## src/rtl/leaf_pkg.sv

```systemverilog
// Shared leaf definitions: packet field placement, control port codes and
// the payload layout of config / credit-return packets.
package leaf_pkg;

  // Control packets arriving from the BFT are steered by their port field.
  localparam int CTRL_CFG    = 0;
  localparam int CTRL_CREDIT = 1;

  // Payload bit positions inside config and credit-return packets.
  localparam int CFG_IDX_LSB    = 0;
  localparam int CFG_IDX_W      = 4;
  localparam int CFG_LEAF_LSB   = 4;
  localparam int CREDIT_INC_LSB = 8;

  // Packet is {valid, leaf, port, addr, payload}, payload at bit 0.
  function automatic int addr_lsb(input int payload_bits);
    return payload_bits;
  endfunction

  function automatic int port_lsb(input int payload_bits, input int addr_bits);
    return payload_bits + addr_bits;
  endfunction

endpackage

```

## src/rtl/rr_arbiter.sv

```systemverilog
// Round-robin arbiter: grants the first request at or above the pointer,
// wrapping, and moves the pointer just past the winner.
module rr_arbiter #(
  parameter int N     = 2,
  parameter int PTR_W = 1
) (
  input  logic             clk,
  input  logic             reset_n,
  input  logic [N-1:0]     req,
  output logic [N-1:0]     grant,
  output logic [PTR_W-1:0] grant_idx,
  output logic             grant_vld
);

  logic [PTR_W-1:0] ptr;

  always_comb begin
    int cand;
    grant     = '0;
    grant_idx = '0;
    grant_vld = 1'b0;
    cand      = 0;
    for (int off = 0; off < N; off++) begin
      cand = int'(ptr) + off;
      if (cand >= N) cand = cand - N;
      if (!grant_vld && req[cand]) begin
        grant_vld   = 1'b1;
        grant[cand] = 1'b1;
        grant_idx   = PTR_W'(cand);
      end
    end
  end

  always_ff @(posedge clk) begin
    if (!reset_n) begin
      ptr <= '0;
    end else if (grant_vld) begin
      ptr <= (int'(grant_idx) == N - 1) ? '0 : grant_idx + 1'b1;
    end
  end

endmodule

```

## src/rtl/leaf_out_packer.sv

```systemverilog
// Leaf egress engine: one-word holding register per user output, credit and
// sequence tracking per port, round-robin selection of one packet per cycle.
module leaf_out_packer
  import leaf_pkg::*;
#(
  parameter int PACKET_BITS   = 49,
  parameter int PAYLOAD_BITS  = 32,
  parameter int NUM_LEAF_BITS = 5,
  parameter int NUM_PORT_BITS = 4,
  parameter int NUM_ADDR_BITS = 7,
  parameter int NUM_OUT_PORTS = 2
) (
  input  logic                                    clk,
  input  logic                                    reset_n,
  input  logic [PACKET_BITS-1:0]                  din_leaf_bft2interface,
  output logic [PACKET_BITS-1:0]                  dout_leaf_interface2bft,
  input  logic                                    resend,
  input  logic [NUM_OUT_PORTS*PAYLOAD_BITS-1:0]   din_leaf_user2interface,
  input  logic [NUM_OUT_PORTS-1:0]                vld_user2interface,
  output logic [NUM_OUT_PORTS-1:0]                ack_interface2user,
  output logic                                    credit_err
);

  localparam int PTR_W    = (NUM_OUT_PORTS > 1) ? $clog2(NUM_OUT_PORTS) : 1;
  localparam int CRED_W   = NUM_ADDR_BITS + 1;
  localparam int PORT_LSB = port_lsb(PAYLOAD_BITS, NUM_ADDR_BITS);
  localparam logic [CRED_W-1:0] CRED_FULL = {1'b1, {NUM_ADDR_BITS{1'b0}}};

  logic                     in_vld, cfg_hit, cred_hit;
  logic [NUM_PORT_BITS-1:0] in_port;
  logic [CFG_IDX_W-1:0]     in_idx;
  logic [NUM_LEAF_BITS-1:0] cfg_leaf;
  logic [NUM_PORT_BITS-1:0] cfg_port;
  logic [CRED_W-1:0]        cred_inc;
  logic                     unused_ctrl;

  assign in_vld   = din_leaf_bft2interface[PACKET_BITS-1];
  assign in_port  = din_leaf_bft2interface[PORT_LSB +: NUM_PORT_BITS];
  assign in_idx   = din_leaf_bft2interface[CFG_IDX_LSB +: CFG_IDX_W];
  assign cfg_leaf = din_leaf_bft2interface[CFG_LEAF_LSB +: NUM_LEAF_BITS];
  assign cfg_port = din_leaf_bft2interface[CFG_LEAF_LSB+NUM_LEAF_BITS +: NUM_PORT_BITS];
  assign cred_inc = din_leaf_bft2interface[CREDIT_INC_LSB +: CRED_W];
  assign cfg_hit  = in_vld && (in_port == NUM_PORT_BITS'(CTRL_CFG));
  assign cred_hit = in_vld && (in_port == NUM_PORT_BITS'(CTRL_CREDIT));
  assign unused_ctrl = ^din_leaf_bft2interface;

  logic [PAYLOAD_BITS-1:0]  hold      [NUM_OUT_PORTS];
  logic [NUM_LEAF_BITS-1:0] dest_leaf [NUM_OUT_PORTS];
  logic [NUM_PORT_BITS-1:0] dest_port [NUM_OUT_PORTS];
  logic [NUM_ADDR_BITS-1:0] seq       [NUM_OUT_PORTS];
  logic [NUM_OUT_PORTS-1:0] eligible, grant, ovf;
  logic [PTR_W-1:0]         grant_idx;
  logic                     grant_vld;
  logic [PACKET_BITS-1:0]   dout_q;

  for (genvar i = 0; i < NUM_OUT_PORTS; i++) begin : g_port
    logic [PAYLOAD_BITS-1:0]  hold_q;
    logic                     full_q, cfg_q, hit;
    logic [NUM_LEAF_BITS-1:0] leaf_q;
    logic [NUM_PORT_BITS-1:0] port_q;
    logic [NUM_ADDR_BITS-1:0] seq_q;
    logic [CRED_W-1:0]        cred_q;
    logic [CRED_W:0]          cred_sum;

    // Out-of-range indices never match any port, so they fall away here.
    assign hit = (int'(in_idx) == i);
    // A word granted this cycle frees the register, so a refill can ride along.
    assign ack_interface2user[i] = reset_n & vld_user2interface[i] & (~full_q | grant[i]);

    always_ff @(posedge clk) begin
      if (!reset_n) begin
        hold_q <= '0;
        full_q <= 1'b0;
      end else if (ack_interface2user[i]) begin
        hold_q <= din_leaf_user2interface[i*PAYLOAD_BITS +: PAYLOAD_BITS];
        full_q <= 1'b1;
      end else if (grant[i]) begin
        full_q <= 1'b0;
      end
    end

    always_ff @(posedge clk) begin
      if (!reset_n) begin
        cfg_q  <= 1'b0;
        leaf_q <= '0;
        port_q <= '0;
      end else if (cfg_hit && hit) begin
        cfg_q  <= 1'b1;
        leaf_q <= cfg_leaf;
        port_q <= cfg_port;
      end
    end

    always_ff @(posedge clk) begin
      if (!reset_n)      seq_q <= '0;
      else if (grant[i]) seq_q <= seq_q + 1'b1;
    end

    // Grants need a nonzero credit, so the decrement never underflows.
    assign cred_sum = {1'b0, cred_q} - {{CRED_W{1'b0}}, grant[i]}
                    + ((cred_hit && hit) ? {1'b0, cred_inc} : '0);
    assign ovf[i]   = cred_sum > {1'b0, CRED_FULL};

    always_ff @(posedge clk) begin
      if (!reset_n)    cred_q <= CRED_FULL;
      else if (ovf[i]) cred_q <= CRED_FULL;
      else             cred_q <= cred_sum[CRED_W-1:0];
    end

    assign eligible[i]  = full_q & cfg_q & (cred_q != '0) & ~resend;
    assign hold[i]      = hold_q;
    assign dest_leaf[i] = leaf_q;
    assign dest_port[i] = port_q;
    assign seq[i]       = seq_q;
  end

  rr_arbiter #(
    .N     (NUM_OUT_PORTS),
    .PTR_W (PTR_W)
  ) u_arb (
    .clk       (clk),
    .reset_n   (reset_n),
    .req       (eligible),
    .grant     (grant),
    .grant_idx (grant_idx),
    .grant_vld (grant_vld)
  );

  // Resend freezes the egress register rather than clearing it, so the packet
  // hidden while resend is high is presented again once it drops.
  always_ff @(posedge clk) begin
    if (!reset_n) begin
      dout_q <= '0;
    end else if (!resend) begin
      if (grant_vld) dout_q <= {1'b1, dest_leaf[grant_idx], dest_port[grant_idx],
                                seq[grant_idx], hold[grant_idx]};
      else           dout_q <= '0;
    end
  end

  assign dout_leaf_interface2bft = resend ? '0 : dout_q;

  always_ff @(posedge clk) begin
    if (!reset_n)  credit_err <= 1'b0;
    else if (|ovf) credit_err <= 1'b1;
  end

endmodule

```

## config.mk

```make
export PLATFORM = sky130hd
export DESIGN_NAME = leaf_out_packer
export DESIGN_NICKNAME = d
export VERILOG_FILES = /design/src/rtl/leaf_pkg.sv /design/src/rtl/rr_arbiter.sv /design/src/rtl/leaf_out_packer.sv
export SDC_FILE = /design/constraint.sdc
export NUM_CORES = 1
export LEC_CHECK = 0
export BUFFER_PORTS_ARGS = -buffer_cell sky130_fd_sc_hd__buf_2
export CAP_MARGIN = 40
export CORE_MARGIN = 5
export CORE_UTILIZATION = 55
export DETAILED_ROUTE_END_ITERATION = 10
export GPL_TIMING_DRIVEN = 0
export HOLD_SLACK_MARGIN = 0.15
export PLACE_DENSITY = 0.8
export SETUP_SLACK_MARGIN = 0.1
export SYNTH_ARGS = -nofsm -noshare
export SYNTH_HDL_FRONTEND = slang
export SYNTH_SLANG_ARGS = --single-unit
```

## constraint.sdc

```tcl
create_clock -name clk -period 8.23 [get_ports clk]
set_clock_uncertainty 0.05 [all_clocks]
set_input_delay 2.469 -clock clk [delete_from_list [all_inputs] [get_ports clk]]
set_output_delay 2.469 -clock clk [all_outputs]
set_load 0.01 [all_outputs]
```

# Yosys cells after proc, flatten, opt, wreduce, memory -nomap -nowiden
# Cells that the tools add are included.
word_totals:
  regBits: 167
op_classes:
  n_reduce_logical: 19
  n_eq_ne: 2
  mux: 39
  order_cmp: 9
  n_bitwise: 18
  addsub: 10
ops:
  columns: ["operator", "n"]
  rows:
  - ["$mux W32", 5]
  - ["$mux W49", 2]
  - ["$ge A32 B1 Y1 const B", 2]
  - ["$lt A32 B3 Y1 const B", 2]
  - ["$ge A32 B3 Y1 const B", 1]
  - ["$sub A32 B3 Y32 const B", 1]
  - ["$mux W7", 3]
  - ["$add A9 B8 Y9", 2]
  - ["$gt A9 B8 Y1 const B", 2]
  - ["$sub A8 B1 Y9", 2]
  - ["$mux W1", 17]
  - ["$mux W8", 2]
  - ["$reduce_bool A8 Y1", 2]
  - ["$mux W5", 3]
  - ["$add A7 B1 Y7 const B", 2]
  - ["$mux W4", 3]
  - ["$and A1 B1 Y1", 10]
  - ["$logic_and A1 B1 Y1", 9]
  - ["$logic_not A4 Y1", 2]
  - ["$reduce_or A2 Y1", 3]
  - ["$eq A4 B1 Y1 const B", 1]
  - ["$eq A4 B2 Y1 const B", 1]
  - ["$mux W2", 2]
  - ["$not A1 Y1", 4]
  - ["11 further kinds", 14]

# Depth between registers and ports, before layout
logic_depth:
  depth_word: 15
  depth_mapped: 15

# Hierarchy
# From an unflattened synthesis, not the netlist that was laid out.
hier_totals:
  cells_unflattened: 924
  area_unflattened_um2: 7816.2
by_module_without_submodules:
  columns: ["module", "n_inst", "area_each_um2", "cells_per_inst", "seq_area_each_um2"]
  rows:
  - ["leaf_out_packer", 1, 7738.7, 916, 3323.2]
  - ["rr_arbiter", 1, 77.6, 8, 20.0]

# Least setup slack after synthesis
# No wires, ideal clock.
synth_timing:
  kind: "input to output"
  startpoint: "in resend"
  endpoint: "out ack_interface2user[1]"
  path_stages: 7
  slack_ns: 1.921
  t_arrival_ns: 3.790
  cell_sequence: "buf_2 a2111oi_4 o21ai_2 inv_2 o21ai_4 buf_4 nor2_1"
synth_between:
  elab_chain_cells: 11
  elab_cells_between_ends: 17
  classes_between: "9 x mux; 6 x bitwise; 2 x reduce/logical"
synth_lines:
  columns: ["element", "line", "rtl"]
  rows:
  - ["from (decl)", "leaf_out_packer.sv:17", "input logic resend,"]
  - ["$not A1 Y1 *", "leaf_out_packer.sv:110", "assign eligible[i] = full_q & cfg_q & (cred_q != '0) & ~resend;"]
  - ["$and A1 B1 Y1", "leaf_out_packer.sv:110", null]
  - ["$mux W1 (implied by the code) (3 in series)", "rr_arbiter.sv:26", "if (!grant_vld && req[cand]) begin"]
  - ["$mux W1", "rr_arbiter.sv:26", null]
  - ["$logic_not A1 Y1", "rr_arbiter.sv:26", null]
  - ["$logic_and A1 B1 Y1", "rr_arbiter.sv:26", null]
  - ["$mux W2 *", "rr_arbiter.sv:26", null]
  - ["via grant[1]", "leaf_out_packer.sv:51", "logic [NUM_OUT_PORTS-1:0] eligible, grant, ovf;"]
  - ["$or A1 B1 Y1 *", "leaf_out_packer.sv:68", "assign ack_interface2user[i] = reset_n & vld_user2interface[i] & (~full_q | grant[i]);"]
  - ["$and A1 B1 Y1 *", "leaf_out_packer.sv:68", null]
  - ["to (decl)", "leaf_out_packer.sv:20", "output logic [NUM_OUT_PORTS-1:0] ack_interface2user,"]
# The timed path passes the listed nets; every way through them passes the cells marked *. The select of a mux whose other input is x is not followed.

# Worst setup path in the final report
# Ends and elaborated chain as after synthesis.

==> run_results.csv <==
group,metric,value,unit
run_status,status,"finished clean",
detailed_routing,drt_iter0_drc,476,
global_routing,antenna_found_initial,2,
floorplan,die_area,0.0169,mm²
synthesis,seq_area_frac_synth,42.2,%
power_and_ir_drop,power,2.08,mW
power_and_ir_drop,p_comb_share,17.8,%
setup_path,worstSetupStartpointType,"primary input",
synthesis,ys.flop_type,"dfxtp_1",
worst_hold_path,hold_class,"register to register",
setup_path,worstPathMaxFanout,10,
floorplan,die_h,130,µm
power_and_ir_drop,leakage,4.57,nW
cts,clk_latency,0.43,ns
global_routing,grt.overflow.total,0,
synthesis,synth_nets,1042,
global_routing,grt_pass1_wl,32600,µm
setup_path,cpMaxStageDelayCell,"a211o_1",
global_routing,first_global_vias,6691,
placed_design,dp_hpwl,14700,µm
floorplan,die_x,130,µm
setup_path,worstPathCellList,"buf_2, a211o_1, o21ai_2, inv_2, o21ai_4, buf_4, nor2_1, buf_2",
detailed_routing,wl_per_cell,16.4,µm
cts,cts_root_buf,"clkbuf_16",
setup_path,timing.critical_path.to,"ack_interface2user[1]",
setup_path,crit_required,5.71,ns
timing,slew_headroom,40.5,%
cts,tritoncts,"done",
cts,cts_hold_buf,0,
timing,period_share,83.3,%
setup_path,crit_arrival,4.34,ns
power_and_ir_drop,switching_share,27.2,%
finish,final_cell_mix,"dfxtp_1, buf_2, nor2_1",
cts,cts_sinks,167,
detailed_routing,vias_per_cell,5.49,
synthesis,syn-instance-count,888,
synthesis,ys_ff_latch,167,
setup_path,path_delay_family,"compound AO/OA/AOI/OAI gates",
cts,numCtsBuffers,17,
setup_path,r2r_slack,4.19,ns
finish,nNetsFinal,1202,
setup_path,worstSetupEndpointType,"output pin",
power_and_ir_drop,power.switching,565,µW
synthesis,ys_types,55,
power_and_ir_drop,clkPwrFrac,40.7,%
timing,hold_slack,0.409,ns
cts,clockBufferDepth,2,
placed_design,dp.cells,1209,
cts,cts_setup_buffers,0,
timing,worst_pin_slew,0.892,ns
timing,rsz0062_at_grt,"false",
timing,final_max_slew_viol_count,0,
finish,area_delta_synth_final,19.7,%
timing,max_freq,146,MHz
floorplan,core,0.0140,mm²
timing,post-route-min-period,6.86,ns
synthesis,yosys_warnings,0,
finish,seq_area,0.00334,mm²
synthesis,synth_edf_count,0,
setup_path,rr_worst_depth,14,
setup_path,worst-path-stages,8,
finish,final_common_cell,"dfxtp_1",
timing,fin_ws,1.37,ns
detailed_routing,wl_met1,9070,µm
detailed_routing,wl_met3,1400,µm
synthesis,syn-cell-area,0.00793,mm²
finish,fill_cells,1164,
placed_design,io_buffers,140,
cts,path_clk_slew,0.06,ns
floorplan,pin_count,170,
setup_path,crit_type,"primary input to output pin",
placed_design,place_ws,1.42,ns
timing,fin_setup_tns,0,ns
finish,design_area,0.00949,mm²
setup_path,reg2reg_from,"g_port[1].cred_q[1]$_SDFF_PP0_",
placed_design,place.gp.congestion,0.901,
detailed_routing,ant_nets,0,
placed_design,place_area,0.00886,mm²
detailed_routing,num_vias,6824,
cts,cts_max_level,4,
synthesis,syn_area_per_cell,8.93,µm²
detailed_routing,dr.pass1.iters,5,
synthesis,synthArstFlopShare,0,%
timing,finalSetupViolCount,0,
global_routing,grt_use_total,24.4,%
global_routing,grt_max_degree,17,
finish,multiInputGateArea,0.00414,mm²
detailed_routing,drc,0,
power_and_ir_drop,p_int,1.52,mW
setup_path,cpPeakStageDelay,0.34,ns
detailed_routing,routed.top_layer,"met5",
detailed_routing,drt_wl_total,20300,µm
timing,hold_violations,0,
setup_path,crit_buf_inv,4,
finish,final_cells,1242,
run,drv_cap,0,
setup_path,cpMostUsedCell,"buf_2",
floorplan,num_rows,43,
cts,cts_resized,0,
power_and_ir_drop,irDropWorstVdd,0.208,mV
setup_path,r2r_end,"g_port[0].cred_q[4]$_SDFF_PP0_",
floorplan,initial_core_util,56.7,%
setup_path,crit_path_start,"resend",
power_and_ir_drop,p_seq_share,41.5,%
worst_hold_path,hold_start,"g_port[0].hold_q[7]$_SDFFE_PN0P_",
finish,final_layout_size_suffix_gt1_share,19.4,%
detailed_routing,wl_met2,9470,µm
power_and_ir_drop,p_per_area,219,mW/mm²
finish,final_util,67.8,%
-- how the worst min path moves through the flow --
stage | depth (start not counted) | end | slack (ns)
2_1_floorplan | 2 | g_port[0].hold_q[0]$_SDFFE_PN0P_ | 0.39
3_3_place_gp | 2 | g_port[0].hold_q[11]$_SDFFE_PN0P_ | 0.39
3_5_place_dp | 2 | g_port[0].hold_q[5]$_SDFFE_PN0P_ | 0.40
4_1_cts | 2 | g_port[0].hold_q[7]$_SDFFE_PN0P_ | 0.41
5_1_grt | 2 | g_port[0].hold_q[21]$_SDFFE_PN0P_ | 0.44
6_report | 2 | g_port[0].hold_q[7]$_SDFFE_PN0P_ | 0.41
-- metal layers --
| metal | up-vias | GRT usage [%] |
|---|---|---|
| li1 | 3329 | - |
| met1 | 3232 | 32.2 |
| met2 | 228 | 40.2 |
| met3 | 33 | 5.40 |
| met4 | 2 | 7.40 |
| met5 | - | 0 |
-- cell type report --
class	count	area share [%]
antenna	1	0.0264
tap	180	2.37
timing repair buffer	141	7.44
clock buffer	20	4.81
inverter	56	2.22
clock inverter	12	1.82
sequential	167	35.2
buffer	52	2.51
multi-input combinational	613	43.6
-- registers in the layout, indices dropped and copies added (netlist names) --
name and cells:
g_port.hold_q 64, u_arb.ptr 1, dout_q 49, credit_err 1, g_port.seq_q 14, g_port.cred_q 16
g_port.cfg_q 2, g_port.full_q 2, g_port.port_q 8, g_port.leaf_q 10
-- synthesized netlist by cell type, drive strengths merged, types with 2 or more instances --
master / instances / area (µm²)
a2111oi: 2 / 36.3
a211oi: 2 / 20.0
a21o: 5 / 37.5
a21oi: 17 / 92.6
a2bb2oi: 48 / 420
and2: 2 / 12.5
and3: 3 / 18.8
buf: 22 / 125
clkbuf: 30 / 113
dfxtp: 167 / 3340
fa: 2 / 40.0
ha: 34 / 425
inv: 55 / 206
mux2i: 103 / 1030
nand2: 89 / 334
nand3: 6 / 30.0
nand3b: 3 / 22.5
nand4: 6 / 37.5
nor2: 127 / 477
nor2b: 52 / 325
nor3: 12 / 60.1
nor4: 10 / 75.1
nor4b: 2 / 17.5
o2111ai: 2 / 17.5
o21a: 5 / 37.5
o21ai: 39 / 210
o21bai: 3 / 22.5
or2: 3 / 18.8
or3: 3 / 18.8
xnor2: 6 / 52.6
xor2: 14 / 123
-- tightest hold or removal path: stages, from the launching register on --
cell and delay [ns]:
dfxtp_1 0.31, nand2_1 0.05, o21ai_0 0.06
-- logic make-up (layout without fill, tap and decap cells) --
family,count (synthesis),after routing,synth area share [%]
AND/OR/NAND/NOR,321,321,18.6
flip-flops,167,167,42.2
AO/OA/AOI/OAI,132,132,12.4
buffers and inverters,108,281,5.65
multiplexers,104,104,13.1
adder cells (fa/ha/maj),36,36,5.87
XOR/XNOR,20,20,2.21
other,0,1,0
-- power groups by stage --
stage	Combinational [mW]	Sequential, mW	Clock (mW)
final	0.371	0.862	0.846
after global routing	0.418	0.865	0.889
after CTS	0.370	0.862	0.852
after detailed placement	0.367	0.880	0
after global placement	0.361	0.878	0
after floorplan	0.270	0.874	0
(Power assumes the default switching activity.)
